[src/rtl/serial_adder_pkg.sv]
// serial_adder_pkg: shared FSM state type and default operand width for serial_adder.
//   DEFAULT_WIDTH : default operand/result width
//   state_t       : IDLE / SHIFT / DONE controller states
package serial_adder_pkg;

    localparam int DEFAULT_WIDTH = 8;

    typedef enum logic [1:0] {
        IDLE  = 2'd0,
        SHIFT = 2'd1,
        DONE  = 2'd2
    } state_t;

endpackage

[src/rtl/full_adder.sv]
// full_adder: combinational 1-bit full adder used as the serial bit-slice.
//   a, b      : operand bits
//   c_in      : carry in
//   sum       : sum bit
//   carry_out : carry out
module full_adder (
    input  logic a,
    input  logic b,
    input  logic c_in,
    output logic sum,
    output logic carry_out
);

    assign sum       = a ^ b ^ c_in;
    assign carry_out = (a & b) | (c_in & (a ^ b));

endmodule

[src/rtl/serial_adder.sv]
// serial_adder: bit-serial LSB-first adder, one bit pair per clock through a single full_adder.
//   clk, rst       : clock and synchronous active-high reset
//   start, a, b,   : request and operands, captured when not busy
//   c_in
//   busy           : high while bits are being added
//   done           : one-cycle pulse when sum/carry_out update
//   sum, carry_out : registered result of the last completed addition
//   ovf            : signed overflow, present only when SERIAL_ADDER_OVF_EN is defined
module serial_adder
    import serial_adder_pkg::*;
#(
    parameter int WIDTH = DEFAULT_WIDTH
) (
    input  logic             clk,
    input  logic             rst,
    input  logic             start,
    input  logic [WIDTH-1:0] a,
    input  logic [WIDTH-1:0] b,
    input  logic             c_in,
    output logic             busy,
    output logic             done,
    output logic [WIDTH-1:0] sum,
    output logic             carry_out
`ifdef SERIAL_ADDER_OVF_EN
    ,
    output logic             ovf
`endif
);

    localparam int CW = $clog2(WIDTH);
    localparam logic [CW-1:0] LAST = CW'(WIDTH - 1);

    state_t           state;
    logic [WIDTH-1:0] a_sr;
    logic [WIDTH-1:0] b_sr;
    logic [WIDTH-1:0] acc;
    logic [CW-1:0]    cnt;
    logic             cy;
    logic             fa_s;
    logic             fa_co;
    logic [WIDTH-1:0] acc_next;

    full_adder u_fa (
        .a         (a_sr[0]),
        .b         (b_sr[0]),
        .c_in      (cy),
        .sum       (fa_s),
        .carry_out (fa_co)
    );

    // New sum bit enters at the top so the LSB ends up at bit 0 after WIDTH shifts.
    assign acc_next = {fa_s, acc[WIDTH-1:1]};

    always_ff @(posedge clk) begin
        if (rst) begin
            state     <= IDLE;
            a_sr      <= '0;
            b_sr      <= '0;
            acc       <= '0;
            cnt       <= '0;
            cy        <= 1'b0;
            busy      <= 1'b0;
            done      <= 1'b0;
            sum       <= '0;
            carry_out <= 1'b0;
`ifdef SERIAL_ADDER_OVF_EN
            ovf       <= 1'b0;
`endif
        end else begin
            done <= 1'b0;
            case (state)
                IDLE, DONE: begin
                    if (start) begin
                        a_sr  <= a;
                        b_sr  <= b;
                        cy    <= c_in;
                        cnt   <= '0;
                        busy  <= 1'b1;
                        state <= SHIFT;
                    end else begin
                        state <= IDLE;
                    end
                end
                SHIFT: begin
                    a_sr <= a_sr >> 1;
                    b_sr <= b_sr >> 1;
                    acc  <= acc_next;
                    cy   <= fa_co;
                    cnt  <= cnt + CW'(1);
                    if (cnt == LAST) begin
                        state     <= DONE;
                        busy      <= 1'b0;
                        done      <= 1'b1;
                        sum       <= acc_next;
                        carry_out <= fa_co;
`ifdef SERIAL_ADDER_OVF_EN
                        // carry into the MSB is the carry register during the last slice
                        ovf       <= cy ^ fa_co;
`endif
                    end
                end
                default: state <= IDLE;
            endcase
        end
    end

endmodule

[config.mk]
export PLATFORM = sky130hd
export DESIGN_NAME = serial_adder
export DESIGN_NICKNAME = d
export VERILOG_FILES = /design/src/rtl/serial_adder_pkg.sv /design/src/rtl/full_adder.sv /design/src/rtl/serial_adder.sv
export SDC_FILE = /design/constraint.sdc
export NUM_CORES = 1
export LEC_CHECK = 0
export ABC_AREA = 1
export BUFFER_PORTS_ARGS = -buffer_cell sky130_fd_sc_hd__buf_2
export CORE_ASPECT_RATIO = 1.25
export CORE_MARGIN = 10
export CORE_UTILIZATION = 50
export CTS_CLUSTER_SIZE = 14
export DETAILED_ROUTE_END_ITERATION = 8
export PLACE_DENSITY = 0.79
export RECOVER_POWER = 50
export SYNTH_ARGS = -nofsm -noshare
export SYNTH_HDL_FRONTEND = slang
export SYNTH_SLANG_ARGS = --single-unit
[constraint.sdc]
create_clock -name clk -period 1.3 [get_ports clk]
set_input_delay 0.26 -clock clk [delete_from_list [all_inputs] [get_ports clk]]
set_output_delay 0.26 -clock clk [all_outputs]
set_load 0.02 [all_outputs]
==> results of run 1 <==
-- worst max-delay path, cell delays in order, from the launching register on --
cell	delay, ns
dfxtp_1	0.33
fa_1	0.43
inv_2	0.08
nand3_2	0.06
nand2_1	0.06
clkinv_1	0.05
nand2_1	0.05
nor2_1	0.04
-- through the flow --
| step | util | power [uW] | setup slack (ns) |
|---|---|---|---|
| finish | 0.617 | 2800 | 0.103 |
| CTS | 0.617 | 2820 | 0.0647 |
| global placement | 0.586 | 1820 | 0.103 |
| floorplan | - | 1710 | 0.161 |
| global route | 0.617 | 2970 | 0.00472 |
| detailed placement | 0.586 | 1830 | 0.0845 |
-- layout make-up --
type                       count  share of cell area
sequential                    40               0.367
clock buffer                   5              0.0315
multi-input combinational    162               0.382
clock inverter                 3              0.0195
timing repair buffer          39               0.109
tap                           39              0.0223
inverter                      37              0.0681
-- final timing paths --
check | from | slack, ns | end
setup / recovery | cy | 0.10 | cy
hold / removal | a[3] | 0.20 | a_sr[3]
setup reg to reg | cy | 0.10 | cy
hold reg to reg | acc[1] | 0.45 | sum[0]
-- kinds of logic after synthesis --
family,Yosys count
adders and majority gates,3
buffers and inverters,50
AOI/OAI and AO/OA,20
DFF,40
and+or+nand+nor,139
-- repair_timing --
| item | in CTS | in global routing |
|---|---|---|
| setup endpoints to repair | 0 | 20 |
| hold buffers | 0 | 0 |
| buffers inserted | 0 | 0 |
| gates resized for setup | 0 | 5 |
-- synth_stat cells (3+ instances only) --
cell type / count
nor2_1: 24
a21oi_1: 9
inv_1: 23
nand3b_1: 3
nand3_1: 33
buf_2: 4
nand2_1: 50
nor3_1: 15
buf_6: 3
clkinv_1: 10
nand3_2: 8
buf_4: 5
inv_2: 3
dfxtp_1: 40
o21ai_0: 9
-- metal layers --
layer,vias to the layer above,wire (microns),track usage
li1,864,-,-
met1,769,1770,0.141
met2,30,2020,0.238
met3,7,167,0.0280
met4,0,55,0.0586
met5,-,0,0
-- flip-flops by register name (all words and copies together) (netlist names) --
register,count
a_sr,8
acc,7
b_sr,8
busy,1
carry_out,1
cnt,3
cy,1
done,1
state,2
sum,8
-- cells in the final DEF (no fill, tap or decap), drive strengths merged, types with 2 or more instances in the layout --
master / instances
inv: 27
nand3: 41
clkinv: 11
clkbuf: 17
nor2: 27
nand3b: 3
nor3: 15
ha: 2
o21ai: 11
a21oi: 9
dfxtp: 40
nand2: 53
buf: 27
-- where the power goes --
group	internal (uW)	switching (uW)
combinational	189	267
sequential	1310	43.1
clock	568	427
total	2070	737
==> summary.md, run 1 <==
| Metric | Value |
|---|---|
| Status | finished, final reports clean |
| Min Tclk post-route | 1.20 ns |
| Area Growth Syn to Fin | 17.1% |
| Core ar. | 0.00354 sq mm |
| Dominant cell type by area after synthesis | dfxtp_1 |
| Fin Setup TNS | 0 ns |
| Netlist cell types | 24 |
| Post-synth top area share | 0.429 |
| Post-synth ARST share | 0 |
| Synth Area in Simple Gates | 0.365 |
| Initial DRT Pass Iterations | 4 |
| GR Util All Layers | 0.131 |
| Worst rel slew slack | 0.816 |
| RSZ-0062 raised after global routing | false |
| Syn Std Cell Area | 0.00187 sq mm |
| Register area share after synthesis | 0.429 |
| Placed Cells | 317 |
| Leakage power | 0.00103 uW |
| Arr. time, crit path | 1.38 ns |
| Synth top area cells | dfxtp_1 (43%), nand2_1 (10%), nand3_1 (8.8%), nor2_1 (4.8%), inv_1 (4.6%) |
| Clock Skew | 0.00364 ns |
| CTS root buf | clkbuf_8 |
| VDD IR max | 0.000906 V |
| Xor/xnor share of the synthesized area | 0 |
| Initial antenna violation count | 0 |
| Worst Setup Start Kind | flip-flop |
| Number of global-route vias before repair | 1683 |
| CTS Buf Count | 5 |
| # IOs | 31 |
| Critical path type | flip-flop to flip-flop |
| Die span in y | 88.3 microns |
| Required time worst endpoint | 1.48 ns |
| Gate Count Post-Synth | 252 |
| Chip width | 74.7 microns |
| CTS tree | built |
| Synth warn | 0 |
| GRT Residual Overflow | 0 |
| Area taken by multi-input logic gates | 836 sq um |
| Combinational family with the most area after synthesis | simple AND/OR/NAND/NOR gates |
| Final non-filler cell total | 325 |
| # setup viols final | 0 |
| Final Cell Area | 0.00219 sq mm |
| Largest net degree at the start of global routing | 28 |
| Worst-skew pair later-pin latency | 0.29 ns |
| Pwr per Cell Area | 1280 mW/mm^2 |
| Port-buffer cells | 30 |
| Multiplexer share of the synthesized area | 0 |
| Crit end category | flip-flop |
| Synthesized flop and latch total | 40 |
| Slew Viols, Final | 0 |
| Reg2Reg Depth | 7 |
| Max_cap viols | 0 |
| DR iter-0 viols | 55 |
| Longest Clk Path Bufs | 2 |
| Adder-Cell Fraction of Synth Area | 0.0241 |
| Drt drc | 0 |
| Sequential cell area | 802 sq um |
| Global-route wire length before repair | 7020 microns |
| Syn nets | 275 |
| Min Hold Slack | 0.197 ns |
| Via count | 1670 |
| Ys flop type | dfxtp_1 |
| Total clock sinks | 40 |
| Final Cycle Share | 0.921 |
| Final hold vios | 0 |
| Dpl hpwl | 2890 microns |
| Vias per cell | 5.14 |
| Worst-path fanout max | 2 |
| Layout Nets | 308 |
| FP Rows | 24 |
| Initial core utilization | 0.527 |
| Cell Area, Placed | 0.00208 sq mm |
| Max frequency | 835 MHz |
| Worst-path clk slew | 0.08 ns |
| Fillcell total | 326 |
| Avg Cell Area, Syn | 7.41 sq um |
| Hold Crit Class | input pin to flip-flop |
| Routed WL | 4010 microns |
| Synth Area in Compound Gates | 0.0536 |
| EDFF count, synth | 0 |
| Die area | 0.00659 sq mm |
| Routed len/inst | 12.3 microns |
| Worst slew pin tran | 0.276 ns |
| Post-route ant nets | 0 |
| Routability congestion estimate from global placement | 0.804 |
| Hold Path Depth | 3 |
| Diodes inserted | 0 |
| H-tree Lvls | 2 |
| Share of cells above drive strength 1 | 0.196 |
No activity file was read; power rests on OpenSTA's default activity.
==> inputs of run 2 (changes only) <==
--- a/config.mk
+++ b/config.mk
@@ -5,14 +5,13 @@
 export SDC_FILE = /design/constraint.sdc
 export NUM_CORES = 1
 export LEC_CHECK = 0
-export ABC_AREA = 1
 export BUFFER_PORTS_ARGS = -buffer_cell sky130_fd_sc_hd__buf_2
 export CORE_ASPECT_RATIO = 1.25
 export CORE_MARGIN = 10
 export CORE_UTILIZATION = 50
 export CTS_CLUSTER_SIZE = 14
 export DETAILED_ROUTE_END_ITERATION = 8
-export PLACE_DENSITY = 0.79
+export PLACE_DENSITY = 0.8
 export RECOVER_POWER = 50
 export SYNTH_ARGS = -nofsm -noshare
 export SYNTH_HDL_FRONTEND = slang
==> run 2 against run 1 <==
  * Combinational power is 39% lower
  * Synthesized cell count is 23% lower
  * Sequential share of layout area is 4.4 points higher
  * Maximum frequency is 7.0% lower
  * Critical endpoint is now sum[2]
  * Synthesized area is 13% lower
  * Worst hold slack better by 0.0044 ns
  * Global-route usage is 2.3 points lower
  * Core utilization is 0.051 points higher
  * Cell area is 11% lower
  * Register-to-register slack worse by 0.09 ns
  * Highest routed layer unchanged
  * Non-clock buffer count is 3 higher
==> summary.md, run 2 <==
| Metric | Value |
|---|---|
| Status | finished, final reports clean (unchanged) |
| Largest net degree at the start of global routing | 37 (was 28) |
| Hold_sp | a[7] (was a[3]) |
| Flop2flop setup slack | 0.01 ns (was 0.10 ns) |
| Dominant cell by count in the synthesized netlist | nand2_1 (unchanged) |
| Placed Cells | 252 (was 317) |
| Dpl hpwl | 2280 microns (was 2890 microns) |
| Die area | 0.00593 sq mm (was 0.00659 sq mm) |
| Initial core utilization | 0.511 (was 0.527) |
| Arr. time, crit path | 1.46 ns (was 1.38 ns) |
| Reg2reg end | sum[2] (was cy) |
| Hold Crit Class | input pin to flip-flop (unchanged) |
| Total clock sinks | 40 (unchanged) |
| Post-route ant nets | 0 (unchanged) |
| Core ar. | 0.00317 sq mm (was 0.00354 sq mm) |
| Initial antenna violation count | 0 (unchanged) |
| Drt drc | 0 (unchanged) |
| Area Growth Syn to Fin | 20.7% (was 17.1%) |
| Clock Skew | 0.00163 ns (was 0.00364 ns) |
| Reg2Reg Depth | 6 (was 7) |
| # IOs | 31 (unchanged) |
| CTS root buf | clkbuf_8 (unchanged) |
| Worst-path fanout max | 6 (was 2) |
| Min Hold Slack | 0.201 ns (was 0.197 ns) |
| Worst-skew pair later-pin latency | 0.29 ns (about the same) |
| Final non-filler cell total | 264 (was 325) |
| Netlist cell types | 20 (was 24) |
| Largest regs | a_sr x8, b_sr x8, sum x8 (unchanged) |
| Longest Clk Path Bufs | 2 (unchanged) |
| RSZ-0062 raised after global routing | true (was false) |
| EDFF count, synth | 0 (unchanged) |
| Top cell family by delay on the critical path | flip-flops (was adder cells) |
| Worst-path clk slew | 0.07 ns (was 0.08 ns) |
| H-tree Lvls | 2 (unchanged) |
| Chip width | 70.9 microns (was 74.7 microns) |
| Initial DRT Pass Iterations | 4 (unchanged) |
| Diodes inserted | 0 (unchanged) |
| # setup viols final | 0 (unchanged) |
| Crit end category | flip-flop (unchanged) |
| Cell Area, Placed | 0.00179 sq mm (was 0.00208 sq mm) |
| Slew Viols, Final | 0 (unchanged) |
| Critical path type | flip-flop to flip-flop (unchanged) |
| Share of cells above drive strength 1 | 0.211 (was 0.196) |
| Tot Pwr | 2460 uW (was 2800 uW) |
| Via count | 1372 (was 1670) |
| Final Cell Area | 0.00195 sq mm (was 0.00219 sq mm) |
| Max_cap viols | 0 (unchanged) |
| Worst Setup Start Kind | flip-flop (unchanged) |
| Routed WL | 3510 microns (was 4010 microns) |
| Hold Path Sink | a_sr[7] (was a_sr[3]) |
| Final hold vios | 0 (unchanged) |
| Port-buffer cells | 30 (unchanged) |
| Dominant cell type by area after synthesis | dfxtp_1 (unchanged) |
| VDD IR max | 0.000899 V (was 0.000906 V) |
| Syn nets | 217 (was 275) |
| CTS Hold Bufs | 0 (unchanged) |
| Synth warn | 0 (unchanged) |
| Synthesized flop and latch total | 40 (unchanged) |
| Hold Path Depth | 3 (unchanged) |
| Routability congestion estimate from global placement | 0.681 (was 0.804) |
| CTS Buf Count | 5 (unchanged) |
| Max frequency | 777 MHz (was 835 MHz) |
| FP Rows | 23 (was 24) |
| Gate Count Post-Synth | 194 (was 252) |
| Most frequent CP cell | ha_4 (was nand2_1) |
| Post-synth ARST share | 0 (unchanged) |
| Global-route wire length before repair | 5470 microns (was 7020 microns) |
| GR Util All Layers | 0.109 (was 0.131) |
| CTS tree | built (unchanged) |
| Routed len/inst | 13.3 microns (was 12.3 microns) |
| DR iter-0 viols | 75 (was 55) |
| Number of global-route vias before repair | 1279 (was 1683) |
| Pwr per Cell Area | 1260 mW/mm^2 (was 1280 mW/mm^2) |
| Final Cycle Share | 0.990 (was 0.921) |
| Crit-path slowest cell | dfxtp_2 (was fa_1) |
| CP max stage delay | 0.36 ns (was 0.43 ns) |
| Synth cell count leaders | nand2_1 (57), dfxtp_1 (40), a21oi_1 (21), nor2_1 (19), a311oi_1 (15) (was nand2_1 (50), dfxtp_1 (40), nand3_1 (33), nor2_1 (24), inv_1 (23)) |
| GRT Residual Overflow | 0 (unchanged) |
| Vias per cell | 5.20 (was 5.14) |
| Die span in y | 83.6 microns (was 88.3 microns) |
| Register area share after synthesis | 0.495 (was 0.429) |
| Syn Std Cell Area | 0.00162 sq mm (was 0.00187 sq mm) |
| Worst r2r src | cnt[0] (was cy) |
| Post-synth top area share | 0.495 (was 0.429) |
| Leakage power | 0.000755 uW (was 0.00103 uW) |
| Ys flop type | dfxtp_1 (unchanged) |
| Worst Path Buf+Inv | 1 (was 2) |
| Most common cell after layout, fill and taps aside | nand2_1 (unchanged) |
| Worst slew pin tran | 0.402 ns (was 0.276 ns) |
| Most frequent cells in the layout | nand2_1 (55), dfxtp_1 (38), a21oi_1 (21), buf_2 (20), nor2_1 (19) (was nand2_1 (50), dfxtp_1 (39), nand3_1 (33), nor2_1 (24), inv_1 (22)) |
| Layout Nets | 249 (was 308) |
| Crit-path cells | ha_4 > ha_4 > nand3b_1 > clkbuf_16 > nand2_1 > a21oi_1 (was fa_1 > inv_2 > nand3_2 > nand2_1 > clkinv_1 > nand2_1 > nor2_1) |
| Avg Cell Area, Syn | 8.35 sq um (was 7.41 sq um) |
| Fin Setup TNS | 0 ns (unchanged) |
| Synth top area cells | dfxtp_1 (49%), nand2_1 (13%), a311oi_1 (8.1%), a21oi_1 (6.5%), nor2_1 (4.4%) (was dfxtp_1 (43%), nand2_1 (10%), nand3_1 (8.8%), nor2_1 (4.8%), inv_1 (4.6%)) |
| Worst rel slew slack | 0.732 (was 0.816) |
| Required time worst endpoint | 1.47 ns (was 1.48 ns) |
| Min Tclk post-route | 1.29 ns (was 1.20 ns) |
-- run 2: changes by cell type in the layout (fill, tap and decap cells not counted), moves of 8 or more --
cell      change
a21oi_1      +12
a311oi_1     +15
clkinv_1     -10
inv_1        -22
nand3_1      -19
nand3_2       -8
nor3_1       -15
o21ai_0       -9
-- run 2: per-layer routing --
layer | global-route usage | up-vias | share of wire | wire length [microns]
met4 | 0.0476 | 0 | 0.015 | 53
met2 | 0.166 | 39 | 0.44 | 1530
met1 | 0.123 | 611 | 0.48 | 1670
met3 | 0.0548 | 6 | 0.074 | 258
li1 | - | 716 | - | -
met5 | 0 | - | 0 | 0
-- run 2: kinds of logic after synthesis --
group,after synthesis,share of synthesized area
DFF,40,0.495
and+or+nand+nor,96,0.248
adders and majority gates,3,0.0278
AOI/OAI and AO/OA,38,0.154
buffers and inverters,17,0.0757
-- run 2: layout make-up --
cell class	count	area, sq um
fill	286	1210
timing repair buffer	42	283
tap	37	46.3
multi-input combinational	137	732
clock buffer	8	90.1
sequential	40	803
-- run 2: report_power, final --
part | internal, uW | switching [uW] | total, uW
combinational | 123 | 156 | 279
clock | 433 | 419 | 852
sequential | 1290 | 40.5 | 1330
-- run 2: worst max-delay path by stage --
| stage | cells past startpoint | to | start | slack [ns] |
|---|---|---|---|---|
| 6_report | 6 | sum[2] | cnt[0] | 0.01 |
| 5_1_grt | 6 | sum[2] | cnt[0] | -0.03 |
| 2_1_floorplan | 6 | sum[0] | cnt[0] | 0.09 |
| 3_3_place_gp | 6 | sum[5] | cnt[0] | 0.08 |
| 3_5_place_dp | 6 | sum[2] | cnt[0] | 0.04 |
| 4_1_cts | 6 | sum[2] | cnt[0] | 0.02 |
-- run 2: what timing repair did --
item	in CTS	in global routing
gates resized for setup	0	11
setup buffers	0	3
endpoints found under the setup margin	0	16
-- run 2: through the flow --
step                      utilization  setup WS (ns)
after floorplan                     -         0.0941
after global placement          0.566         0.0757
after detailed placement        0.566         0.0416
after CTS                       0.594         0.0232
after global routing            0.617        -0.0259
final                           0.617         0.0127
-- run 2: worst register-to-register path: cells and delay by family, from the launching register on --
family | cells | cell delay, ns
adders and majority gates | 2 | 0.26
AOI/OAI and AO/OA | 1 | 0.05
buffers and inverters | 1 | 0.23
and+or+nand+nor | 2 | 0.25
DFF | 1 | 0.36
